<file path="src/rtl/mult_pkg.sv">
// Shared types and sizing helpers for the parametrised add-and-shift multiplier.
package mult_pkg;

   typedef enum logic [1:0] {
      IDLE = 2'd0,
      CALC = 2'd1,
      FIX  = 2'd2,
      DONE = 2'd3
   } state_t;

   // Bits needed to hold the values 0..width (clog2(width+1)).
   function automatic int unsigned cnt_width(input int unsigned width);
      int unsigned w;
      w = 1;
      for (int unsigned i = 0; i < 32; i++) begin
         if ((64'd1 << i) < (64'(width) + 64'd1)) w = i + 1;
      end
      return w;
   endfunction

   function automatic int unsigned res_width(input int unsigned width);
      return 2 * width;
   endfunction

endpackage

</file>
<file path="src/rtl/add_shift_dp.sv">
// Datapath: operand magnitude capture, conditional add, right shift and
// sign correction of the final product.
module add_shift_dp
   import mult_pkg::*;
#(
   parameter int unsigned WIDTH     = 4,
   parameter int unsigned SIGNED_EN = 1
) (
   input  logic                          clk,
   input  logic                          rst,
   input  logic                          i_load,
   input  logic                          i_step,
   input  logic                          i_fix,
   input  logic                          i_is_signed,
   input  logic [WIDTH-1:0]              i_a,
   input  logic [WIDTH-1:0]              i_b,
   output logic [res_width(WIDTH)-1:0]   o_result
);

   localparam int unsigned RES_W  = res_width(WIDTH);
   localparam bit          SGN_OK = (SIGNED_EN != 0);

   logic [WIDTH-1:0] r_areg;
   logic [WIDTH-1:0] r_breg;
   logic [WIDTH-1:0] r_preg;
   logic             r_neg;
   logic [RES_W-1:0] r_result;

   logic             w_sgn;
   logic [WIDTH-1:0] w_a_mag;
   logic [WIDTH-1:0] w_b_mag;
   logic [WIDTH:0]   w_sum;
   logic [RES_W-1:0] w_prod;

   // Magnitude of the most negative value wraps to 2^(WIDTH-1), which is
   // exactly right when the register is read as unsigned.
   assign w_sgn   = SGN_OK & i_is_signed;
   assign w_a_mag = (w_sgn && i_a[WIDTH-1]) ? WIDTH'(-i_a) : i_a;
   assign w_b_mag = (w_sgn && i_b[WIDTH-1]) ? WIDTH'(-i_b) : i_b;

   // Carry lives in w_sum[WIDTH] and is shifted straight into the product.
   assign w_sum  = {1'b0, r_preg} + {1'b0, (r_areg[0] ? r_breg : WIDTH'(0))};
   assign w_prod = {r_preg, r_areg};

   always_ff @(posedge clk or posedge rst) begin
      if (rst) begin
         r_areg   <= '0;
         r_breg   <= '0;
         r_preg   <= '0;
         r_neg    <= 1'b0;
         r_result <= '0;
      end else if (i_load) begin
         r_areg <= w_a_mag;
         r_breg <= w_b_mag;
         r_preg <= '0;
         r_neg  <= w_sgn & (i_a[WIDTH-1] ^ i_b[WIDTH-1]);
      end else if (i_step) begin
         r_preg <= w_sum[WIDTH:1];
         r_areg <= {w_sum[0], r_areg[WIDTH-1:1]};
      end else if (i_fix) begin
         r_result <= r_neg ? RES_W'(-w_prod) : w_prod;
      end
   end

   assign o_result = r_result;

endmodule

</file>
<file path="src/rtl/add_shift_mult_param.sv">
// Sequential add-and-shift multiplier: controller FSM and iteration counter
// around the add_shift_dp datapath, behind a start/ready handshake.
module add_shift_mult_param
   import mult_pkg::*;
#(
   parameter int unsigned WIDTH     = 4,
   parameter int unsigned SIGNED_EN = 1
) (
   input  logic                     clk,
   input  logic                     rst,
   input  logic                     start,
   input  logic                     is_signed,
   input  logic [WIDTH-1:0]         ABus,
   input  logic [WIDTH-1:0]         BBus,
   output logic                     ready,
   output logic                     busy,
   output logic                     done,
   output logic [2*WIDTH-1:0]       resultBus
);

   localparam int unsigned CNT_W = cnt_width(WIDTH);
   localparam int unsigned RES_W = res_width(WIDTH);

   state_t           r_state;
   state_t           w_next;
   logic [CNT_W-1:0] r_cnt;
   logic             r_ready;
   logic             r_busy;
   logic             r_done;
   logic             w_load;
   logic             w_step;
   logic             w_fix;
   logic [RES_W-1:0] w_result;

   always_ff @(posedge clk or posedge rst) begin
      if (rst) r_state <= IDLE;
      else     r_state <= w_next;
   end

   always_comb begin
      w_next = r_state;
      case (r_state)
         IDLE: if (start) w_next = CALC;
         CALC: if (r_cnt == CNT_W'(1)) w_next = FIX;
         FIX:  w_next = DONE;
         DONE: w_next = IDLE;
         default: w_next = IDLE;
      endcase
   end

   always_comb begin
      w_load = 1'b0;
      w_step = 1'b0;
      w_fix  = 1'b0;
      case (r_state)
         IDLE: w_load = start;
         CALC: w_step = 1'b1;
         FIX:  w_fix  = 1'b1;
         default: ;
      endcase
   end

   // Counter and handshake outputs, registered from the next state.
   always_ff @(posedge clk or posedge rst) begin
      if (rst) begin
         r_cnt   <= '0;
         r_ready <= 1'b1;
         r_busy  <= 1'b0;
         r_done  <= 1'b0;
      end else begin
         if (w_load)      r_cnt <= CNT_W'(WIDTH);
         else if (w_step) r_cnt <= r_cnt - CNT_W'(1);
         r_ready <= (w_next == IDLE);
         r_busy  <= (w_next != IDLE);
         r_done  <= (w_next == DONE);
      end
   end

   add_shift_dp #(
      .WIDTH     (WIDTH),
      .SIGNED_EN (SIGNED_EN)
   ) u_dp (
      .clk         (clk),
      .rst         (rst),
      .i_load      (w_load),
      .i_step      (w_step),
      .i_fix       (w_fix),
      .i_is_signed (is_signed),
      .i_a         (ABus),
      .i_b         (BBus),
      .o_result    (w_result)
   );

   assign ready     = r_ready;
   assign busy      = r_busy;
   assign done      = r_done;
   assign resultBus = w_result;

endmodule

</file>
<file path="config.mk">
export PLATFORM = sky130hd
export DESIGN_NAME = add_shift_mult_param
export DESIGN_NICKNAME = d
export VERILOG_FILES = /design/src/rtl/mult_pkg.sv /design/src/rtl/add_shift_dp.sv /design/src/rtl/add_shift_mult_param.sv
export SDC_FILE = /design/constraint.sdc
export NUM_CORES = 1
export LEC_CHECK = 0
export BUFFER_PORTS_ARGS = -buffer_cell sky130_fd_sc_hd__buf_2
export CAP_MARGIN = 10
export CORE_UTILIZATION = 50
export DETAILED_ROUTE_END_ITERATION = 6
export HOLD_SLACK_MARGIN = 0.15
export PLACE_DENSITY = 0.71
export REMOVE_ABC_BUFFERS = 1
export SKIP_CTS_REPAIR_TIMING = 1
export SYNTH_ARGS = -nofsm -noshare
export SYNTH_HDL_FRONTEND = slang
export SYNTH_SLANG_ARGS = --single-unit
export TNS_END_PERCENT = 100
</file>
<file path="constraint.sdc">
create_clock -name clk -period 1.8 [get_ports clk]
set_input_delay 0 -clock clk [delete_from_list [all_inputs] [get_ports clk]]
set_output_delay 0 -clock clk [all_outputs]
set_load 0.03 [all_outputs]
</file>
# ---- After elaboration in Yosys (flattened, before gate mapping)
# Cells that the tools add are included.
dict set report totals {
  reg_bits 29
  latchBits 0
  ram_bits 0
  romBits 0
  input_bits 12
  out_inout_bits 11
  word_cells 47
  mem_count 0
}
dict set report op_classes {
  add_sub_neg 5
  mul 0
  n_div 0
  n_lt_le_gt_ge 0
  n_eq_ne 5
  shift 0
  n_mux 16
  n_bitwise 4
  n_reduce_logical 7
}
# op n
set ops {}
lappend ops {{two-way mux 4 bit} 7}
lappend ops {{two-way mux 8 bit} 1}
lappend ops {{negation 4 bit} 2}
lappend ops {{negation 8 bit} 1}
lappend ops {{one-hot mux 2 bit (4 select lines)} 1}
lappend ops {{== test 2 bit (second input constant)} 3}
lappend ops {{two-way mux 3 bit} 2}
lappend ops {{adder 4 x 4 -> 5 bit} 1}
lappend ops {{zero test 2 bit} 2}
lappend ops {{two-way mux 2 bit} 2}
lappend ops {{nonzero test 2 bit} 2}
lappend ops {{== test 3 x 1 -> 1 bit (second input constant)} 1}
lappend ops {{two-way mux 1 bit} 3}
lappend ops {{AND reduction 3 bit} 1}
lappend ops {{subtractor 3 x 1 -> 3 bit (second input constant)} 1}
lappend ops {{== test 2 x 1 -> 1 bit (second input constant)} 1}
lappend ops {{logical AND 1 bit} 2}
lappend ops {{inverter 1 bit} 2}
lappend ops {{AND 1 bit} 1}
lappend ops {{bitwise XOR 1 bit} 1}

# ---- Logic depth before layout (Yosys ltp)
# Gate-level depths: netlist (run 1).
dict set report logic_depth {
  word_depth 4
  depth_mapped 8
  ltp_nobuf 8
}

# ---- Cells and area by module
# A second synthesis (run 1) with hierarchy kept.
dict set report hier_totals {
  hier_cells 165
  area_unflattened_um2 1631.6
}
# mod instances cells_each area_each_um2 seq_area_each_um2
set modules_own_cells {}
lappend modules_own_cells {add_shift_dp 1 131 1243.7 525.5}
lappend modules_own_cells {add_shift_mult_param 1 34 387.9 201.4}

# ---- Least setup slack after synthesis (run 1)
# No wires, ideal clock.
dict set report synth_timing {
  path_type {register to register}
  from {reg u_dp.r_areg[0]}
  to {reg u_dp.r_preg[3]}
  setup_time_ps 83
  arrival_ps 1400
  required_time_ps 1717
  setup_slack_ps 317
  path_stages_with_launch 9
  n_path_buf 0
  synth_period_minus_slack_ps 1483
  path_cell_list {dfrtp_1 -> and2_1 -> ha_1 -> inv_1 -> fa_1 -> inv_1 -> a21o_1 -> a21oi_1 -> o21ai_0}
}
dict set report synth_via {
  elab_chain_len 4
}
# element line_no
set synth_lines {}
lappend synth_lines {{from (decl)} add_shift_dp.sv:23} ;# logic [WIDTH-1:0] r_areg;
lappend synth_lines {{from (signal assigned)} add_shift_dp.sv:53} ;# r_areg <= w_a_mag;
lappend synth_lines {{from (signal assigned)} add_shift_dp.sv:59} ;# r_areg <= {w_sum[0], r_areg[WIDTH-1:1]};
lappend synth_lines {{two-way mux 4 bit} add_shift_dp.sv:42} ;# assign w_sum = {1'b0, r_preg} + {1'b0, (r_areg[0] ? r_breg : WIDTH'(0))};
lappend synth_lines {{adder 4 x 4 -> 5 bit} add_shift_dp.sv:42}
lappend synth_lines {{two-way mux 4 bit} add_shift_dp.sv:57} ;# end else if (i_step) begin
lappend synth_lines {{two-way mux 4 bit} add_shift_dp.sv:52} ;# end else if (i_load) begin
lappend synth_lines {{to (signal assigned)} add_shift_dp.sv:58} ;# r_preg <= w_sum[WIDTH:1];
lappend synth_lines {{to (decl)} add_shift_dp.sv:25} ;# logic [WIDTH-1:0] r_preg;
# Every way passes these cells. The select of a mux whose other input is x is not followed.
# A chain may end at the register's enable or synchronous reset.

# ---- Worst setup path after layout (run 1)
dict set report layout_timing {
  from {reg u_dp.r_areg[0]}
  to {reg u_dp.r_preg[2]}
}
# Same word-level chain as after synthesis.

==> impl_metrics.env, run 1 <==
export IMPL_status="complete, no violations"
export IMPL_cp_start_kind="flop"
export IMPL_rsz0062_at_grt="no"
export IMPL_cts_tree="done"
export IMPL_path_max_fanout=6
export IMPL_port_buffers=22
export IMPL_num_rows=19
export IMPL_gr_usage_met1_pct=22.25
export IMPL_grt_pass1_wl_mm=4.505
export IMPL_clk_latency_ns=0.33
export IMPL_dieArea_um2=3332
export IMPL_synth_area_mux_share_pct=2.659
export IMPL_die_y_um=57.73
export IMPL_hold_viol=0
export IMPL_slew_violations=0
export IMPL_yosys_top_cells_area="dfrtp_1 45%, ha_1 7.3%, nand2_1 4.6%"
export IMPL_synth_avg_cell_area_um2=9.411
export IMPL_wl_per_cell_um=12.30
export IMPL_use_met2_pct=28.90
export IMPL_crit_path_end_kind="flop"
export IMPL_seq_area_frac_synth_pct=46.82
export IMPL_grt_pass1_vias=1058
export IMPL_fmax_ghz=0.6191
export IMPL_yosys_area_top_type="dfrtp_1"
export IMPL_r2r_cells=7
export IMPL_dp_hpwl_mm=2.028
export IMPL_routed_via_density=5.350
export IMPL_grt_max_degree=30
export IMPL_cp_data_arrival_time_ns=1.83
export IMPL_root_buffer="clkbuf_4"
export IMPL_fp_dieW_um=57.73
export IMPL_p_leak_nw=0.9418
export IMPL_vias=1252
export IMPL_synth_top_area_share_pct=45.12
export IMPL_fin_ws_ns=0.1847
export IMPL_core_um2=2853
export IMPL_final_fill_count=245
export IMPL_slew_headroom_pct=62.91
export IMPL_peakVddDrop_mv=0.7667
export IMPL_antenna_found_initial=0
export IMPL_finClkSkew_ns=0.004297
export IMPL_placedCellCount=215
export IMPL_final_cell_count_no_fill=234
export IMPL_synth_fa_ha_area_share_pct=8.541
export IMPL_use_met3_pct=6.696
export IMPL_h_tree_depth=2
export IMPL_drt_initial_drc_count=52
export IMPL_yosysWarnings=0
export IMPL_synth_distinct_cells=33
export IMPL_synth_compound_area_share_pct=15.47
export IMPL_powerDensity_nw_per_um2=1680
export IMPL_cts_num_sinks=29
export IMPL_synthCells=165
export IMPL_hold_class="in2async"
export IMPL_pre_cts_slack_ns=0.1901
export IMPL_crit_type="reg2reg"
export IMPL_path_clk_slew_ns=0.09
export IMPL_finalInstanceArea_um2=1871
export IMPL_grt_overflow=0
export IMPL_area_growth_synth_to_final_pct=20.47
export IMPL_place_congestion=0.7964
export IMPL_start_util_pct=54.43
export IMPL_synth_ff_type="dfrtp_1"
export IMPL_synth_top_family_by_area="compound AO/OA/AOI/OAI gates"
export IMPL_drive_above_1_share_pct=19.70
export IMPL_drv_cap=0
export IMPL_final_common_cell="dfrtp_1"
export IMPL_critPathRequiredTime_ns=2.01
export IMPL_async_flop_share_pct=100.0
export IMPL_synth_simple_gate_area_share_pct=13.94
export IMPL_drt_wl_total_mm=2.878
export IMPL_synth_seq_cells=29
export IMPL_setup_viol=0
export IMPL_grt_busiest_layer="met2"
export IMPL_setup_reg_to_reg_worst_slack_ns=0.18
export IMPL_ant_nets=0
export IMPL_drcViolationCount=0
export IMPL_synth_edff_count=0
export IMPL_r2r_end="u_dp.r_preg[2]"
export IMPL_tns_ns=0
export IMPL_ios=23
export IMPL_fin_nets=224
export IMPL_worst_pin_slew_ns=0.5563
export IMPL_fin_crit_ns=1.615
export IMPL_track_usage_pct=18.23
export IMPL_first_pass_iters=4
export IMPL_synthXorXnorAreaFrac_pct=6.205
export IMPL_numCtsBuffers=5
export IMPL_post_route_period_util_pct=89.74
export IMPL_place_area_um2=1689
export IMPL_synth_area_um2=1553
export IMPL_clockBufferDepth=2
export IMPL_layout_common_cells="27 x dfrtp_1, 22 x buf_2, 19 x nand2_1"
export IMPL_antennaDiodeCount=0
export IMPL_reg2reg_from="u_dp.r_areg[0]"
-- power by group --
| part | internal, mW | switching, mW | leakage [nW] |
|---|---|---|---|
| Combinational | 0.596 | 0.868 | 0.546 |
| Sequential | 0.959 | 0.277 | 0.354 |
| Clock | 0.226 | 0.217 | 0.0413 |
| Total | 1.78 | 1.36 | 0.942 |
-- layer usage --
metal	vias up	part of all wire [%]
li1	634	-
met1	580	44
met2	30	49
met3	8	4.7
met4	0	2.5
met5	-	0
-- logic make-up (layout without fill, tap and decap cells) --
kind of cell	after synthesis	in the layout
AND/OR/NAND/NOR	45	45
AO/OA/AOI/OAI	42	42
flip-flops	29	29
buffers and inverters	24	62
XOR/XNOR	11	11
adder cells (fa/ha/maj)	10	10
multiplexers	4	4
-- per-stage QoR --
| stage | util, % | power (mW) | hold slack [ns] |
|---|---|---|---|
| floorplan | - | 2.302 | 0.07737 |
| global placement | 59.21 | 2.625 | 0.08014 |
| detailed placement | 59.21 | 2.695 | 0.08478 |
| CTS | 61.67 | 3.151 | -0.2794 |
| global route | 65.57 | 3.407 | 0.3292 |
| finish | 65.57 | 3.143 | 0.2709 |
-- synth_stat cells, types with 2 or more instances --
library cell  number
nand2_1           19
a21oi_1           11
nand2b_1           2
a21o_1             3
and2_1             2
a211oi_1           2
o21ai_1            4
mux2i_1            3
dfrtp_1           28
xnor2_1            7
nor3_1             5
o31ai_1            3
buf_2              4
inv_1             18
xor2_1             4
nand3_1            4
ha_1               9
o22ai_1            2
nor2_1             8
o21ai_0           14
-- critical path, stage by stage, from the launching register on --
cell and delay (ns):
dfrtp_2 0.44, nand2_1 0.12, inv_1 0.06, ha_1 0.27, a21o_1 0.21, a21oi_1 0.17
xor2_1 0.16, o21ai_0 0.08
-- final cells by class --
class	instances	area, µm²	area share, %
repair buffers	35	235.2	12.58
clock inverters	1	5.005	0.2676
clock buffers	7	65.06	3.478
multi-input cells	112	726.9	38.86
well taps	31	38.79	2.074
inverters	19	71.32	3.813
flip-flops and latches	29	728.2	38.93
-- state kept, by name, indices dropped and copies added (netlist names) --
name / cells
busy: 1
done: 1
r_state: 2
r_cnt: 3
u_dp.r_areg: 4
ready: 1
u_dp.o_result: 8
u_dp.r_neg: 1
u_dp.r_breg: 4
u_dp.r_preg: 4
-- how the worst max path moves through the flow --
stage / end / cells past startpoint / from / slack [ns]
floorplan: u_dp.r_preg[3] / 8 / u_dp.r_areg[0] / 0.32
global placement: u_dp.r_preg[3] / 8 / u_dp.r_areg[0] / 0.27
detailed placement: u_dp.r_preg[3] / 8 / u_dp.r_areg[0] / 0.19
CTS: u_dp.r_preg[3] / 8 / u_dp.r_areg[0] / 0.17
global route: u_dp.r_preg[3] / 8 / u_dp.r_areg[0] / 0.03
finish: u_dp.r_preg[2] / 7 / u_dp.r_areg[0] / 0.18
Note: power is estimated with default switching activity, not from simulation.
==> run 2: changes to the inputs <==
--- a/config.mk
+++ b/config.mk
@@ -7,10 +7,10 @@
 export LEC_CHECK = 0
 export BUFFER_PORTS_ARGS = -buffer_cell sky130_fd_sc_hd__buf_2
 export CAP_MARGIN = 10
-export CORE_UTILIZATION = 50
+export CORE_UTILIZATION = 45
 export DETAILED_ROUTE_END_ITERATION = 6
 export HOLD_SLACK_MARGIN = 0.15
-export PLACE_DENSITY = 0.71
+export PLACE_DENSITY = 0.65
 export REMOVE_ABC_BUFFERS = 1
 export SKIP_CTS_REPAIR_TIMING = 1
 export SYNTH_ARGS = -nofsm -noshare
==> run 2 against run 1 <==
Against the previous run:
- sequential share of layout area decreased by 0.38 points
- die area increased by 11%
- global-route usage increased by 0.15 points
- utilization decreased by 5.8 points
- sequential power about the same
- non-clock buffer count unchanged
- clock-buffer cell count unchanged
- fmax increased by 2.5%
- power decreased by 0.57%
- critical path depth increased by 1
==> impl_metrics.env, run 2 (synthesis gave the netlist of run 1 again) <==
export IMPL_slew_headroom_pct=59.21
export IMPL_cpMaxStageDelayCell="dfrtp_1"
export IMPL_cpMostUsedCell="inv_1"
export IMPL_drcViolationCount=0
export IMPL_final_cell_count_no_fill=247
export IMPL_cts_tree="done"
export IMPL_cp_start_kind="flop"
export IMPL_worst_pin_slew_ns=0.6112
export IMPL_final_fill_count=296
export IMPL_ant_nets=0
export IMPL_num_rows=20
export IMPL_track_usage_pct=18.38
export IMPL_powerDensity_nw_per_um2=1657
export IMPL_fmax_ghz=0.6348
export IMPL_drive_above_1_share_pct=19.21
export IMPL_status="complete, no violations"
export IMPL_ios=23
export IMPL_vias=1245
export IMPL_first_pass_iters=4
export IMPL_clockBufferDepth=2
export IMPL_slowest_delay_ns=0.42
export IMPL_critPathRequiredTime_ns=2.05
export IMPL_setup_viol=0
export IMPL_slew_violations=0
export IMPL_root_buffer="clkbuf_4"
export IMPL_grt_overflow=0
export IMPL_drt_initial_drc_count=34
export IMPL_cts_num_sinks=29
export IMPL_drt_wl_total_mm=2.946
export IMPL_tns_ns=0
export IMPL_area_growth_synth_to_final_pct=21.43
export IMPL_antennaDiodeCount=0
export IMPL_finClkSkew_ns=0.008529
export IMPL_cp_cell_sequence="and2_1, ha_1, inv_1, fa_1, inv_1, a21o_1, a21oi_1, o21ai_0"
export IMPL_routed_via_density=5.040
export IMPL_grt_pass1_vias=1080
export IMPL_largest_register_ffs=8
export IMPL_numCtsBuffers=5
export IMPL_grt_pass1_wl_mm=4.802
export IMPL_hold_viol=0
export IMPL_hold_class="in2async"
export IMPL_dieArea_um2=3689
export IMPL_drv_cap=0
export IMPL_dp_hpwl_mm=2.193
export IMPL_clk_latency_ns=0.33
export IMPL_r2r_cells=8
export IMPL_post_route_period_util_pct=87.52
export IMPL_wl_per_cell_um=11.93
export IMPL_path_max_fanout=6
export IMPL_start_util_pct=49.25
export IMPL_placedCellCount=228
export IMPL_path_clk_slew_ns=0.09
export IMPL_fp_dieW_um=60.74
export IMPL_die_y_um=60.74
export IMPL_layout_common_cells="28 x dfrtp_1, 22 x buf_2, 19 x nand2_1"
export IMPL_cp_data_arrival_time_ns=1.83
export IMPL_fin_crit_ns=1.575
export IMPL_fin_nets=224
export IMPL_antenna_found_initial=0
export IMPL_port_buffers=22
export IMPL_p_leak_nw=0.9427
export IMPL_final_common_cell="dfrtp_1"
export IMPL_rsz0062_at_grt="no"
export IMPL_crit_type="reg2reg"
export IMPL_grt_max_degree=19
export IMPL_crit_path_end_kind="flop"
export IMPL_power_total_mw=3.125
export IMPL_place_area_um2=1705
export IMPL_finalInstanceArea_um2=1886
export IMPL_place_congestion=0.8252
export IMPL_peakVddDrop_mv=0.7292
export IMPL_core_um2=3153
export IMPL_h_tree_depth=2
-- run 2: cell counts in the layout (fill, tap and decap cells not counted) --
Identical to the previous run, type by type.
-- run 2: final timing paths --
path	start	to	slack, ns
worst max-delay path	u_dp.r_areg[0]	u_dp.r_preg[3]	0.22
worst min-delay path	rst	u_dp.r_neg	0.27
worst max register to register	u_dp.r_areg[0]	u_dp.r_preg[3]	0.22
worst min register to register	u_dp.o_result[1]	u_dp.o_result[1]	0.48
max in group asynchronous	rst	u_dp.o_result[7]	0.91
min in group clk	BBus[0]	u_dp.r_breg[0]	0.48
-- run 2: per-layer routing --
| layer | part of all wire (%) | up-vias | GRT usage [%] |
|---|---|---|---|
| met4 | 1.7 | 0 | 8.766 |
| met3 | 4.6 | 6 | 5.970 |
| met5 | 0 | - | 0 |
| met1 | 45 | 574 | 22.96 |
| li1 | - | 631 | - |
| met2 | 49 | 34 | 28.89 |
-- run 2: report_power, final --
group          switching (mW)  internal [mW]
clock network           0.225          0.226
logic                   0.849          0.589
registers               0.279          0.957
total                    1.35           1.77
-- run 2: area by class of cell --
class                   instances  area [µm²]  share of cell area, %
flip-flops and latches         29       726.9                  38.55
clock buffers                   7       65.06                  3.451
multi-input cells             112       726.9                  38.55
repair buffers                 35       235.2                  12.48
inverters                      19       71.32                  3.782
clock inverters                 1       5.005                 0.2654
well taps                      44       55.05                  2.920
-- run 2: critical path, delay by kind of cell (launching register included) --
kind / cells / cell delay (ns)
AOI/OAI and AO/OA: 3 / 0.29
buffers and inverters: 2 / 0.12
and+or+nand+nor: 1 / 0.15
adders and majority gates: 2 / 0.54
DFF: 1 / 0.42
-- run 2: per-stage QoR --
| step | util, % | worst slack, ns | hold slack [ns] |
|---|---|---|---|
| after floorplan | - | 0.3172 | 0.07737 |
| after global placement | 54.09 | 0.2669 | 0.08829 |
| after detailed placement | 54.09 | 0.2128 | 0.09979 |
| after CTS | 56.31 | 0.2002 | -0.2706 |
| after global routing | 59.80 | 0.02037 | 0.3232 |
| final | 59.80 | 0.2246 | 0.2715 |
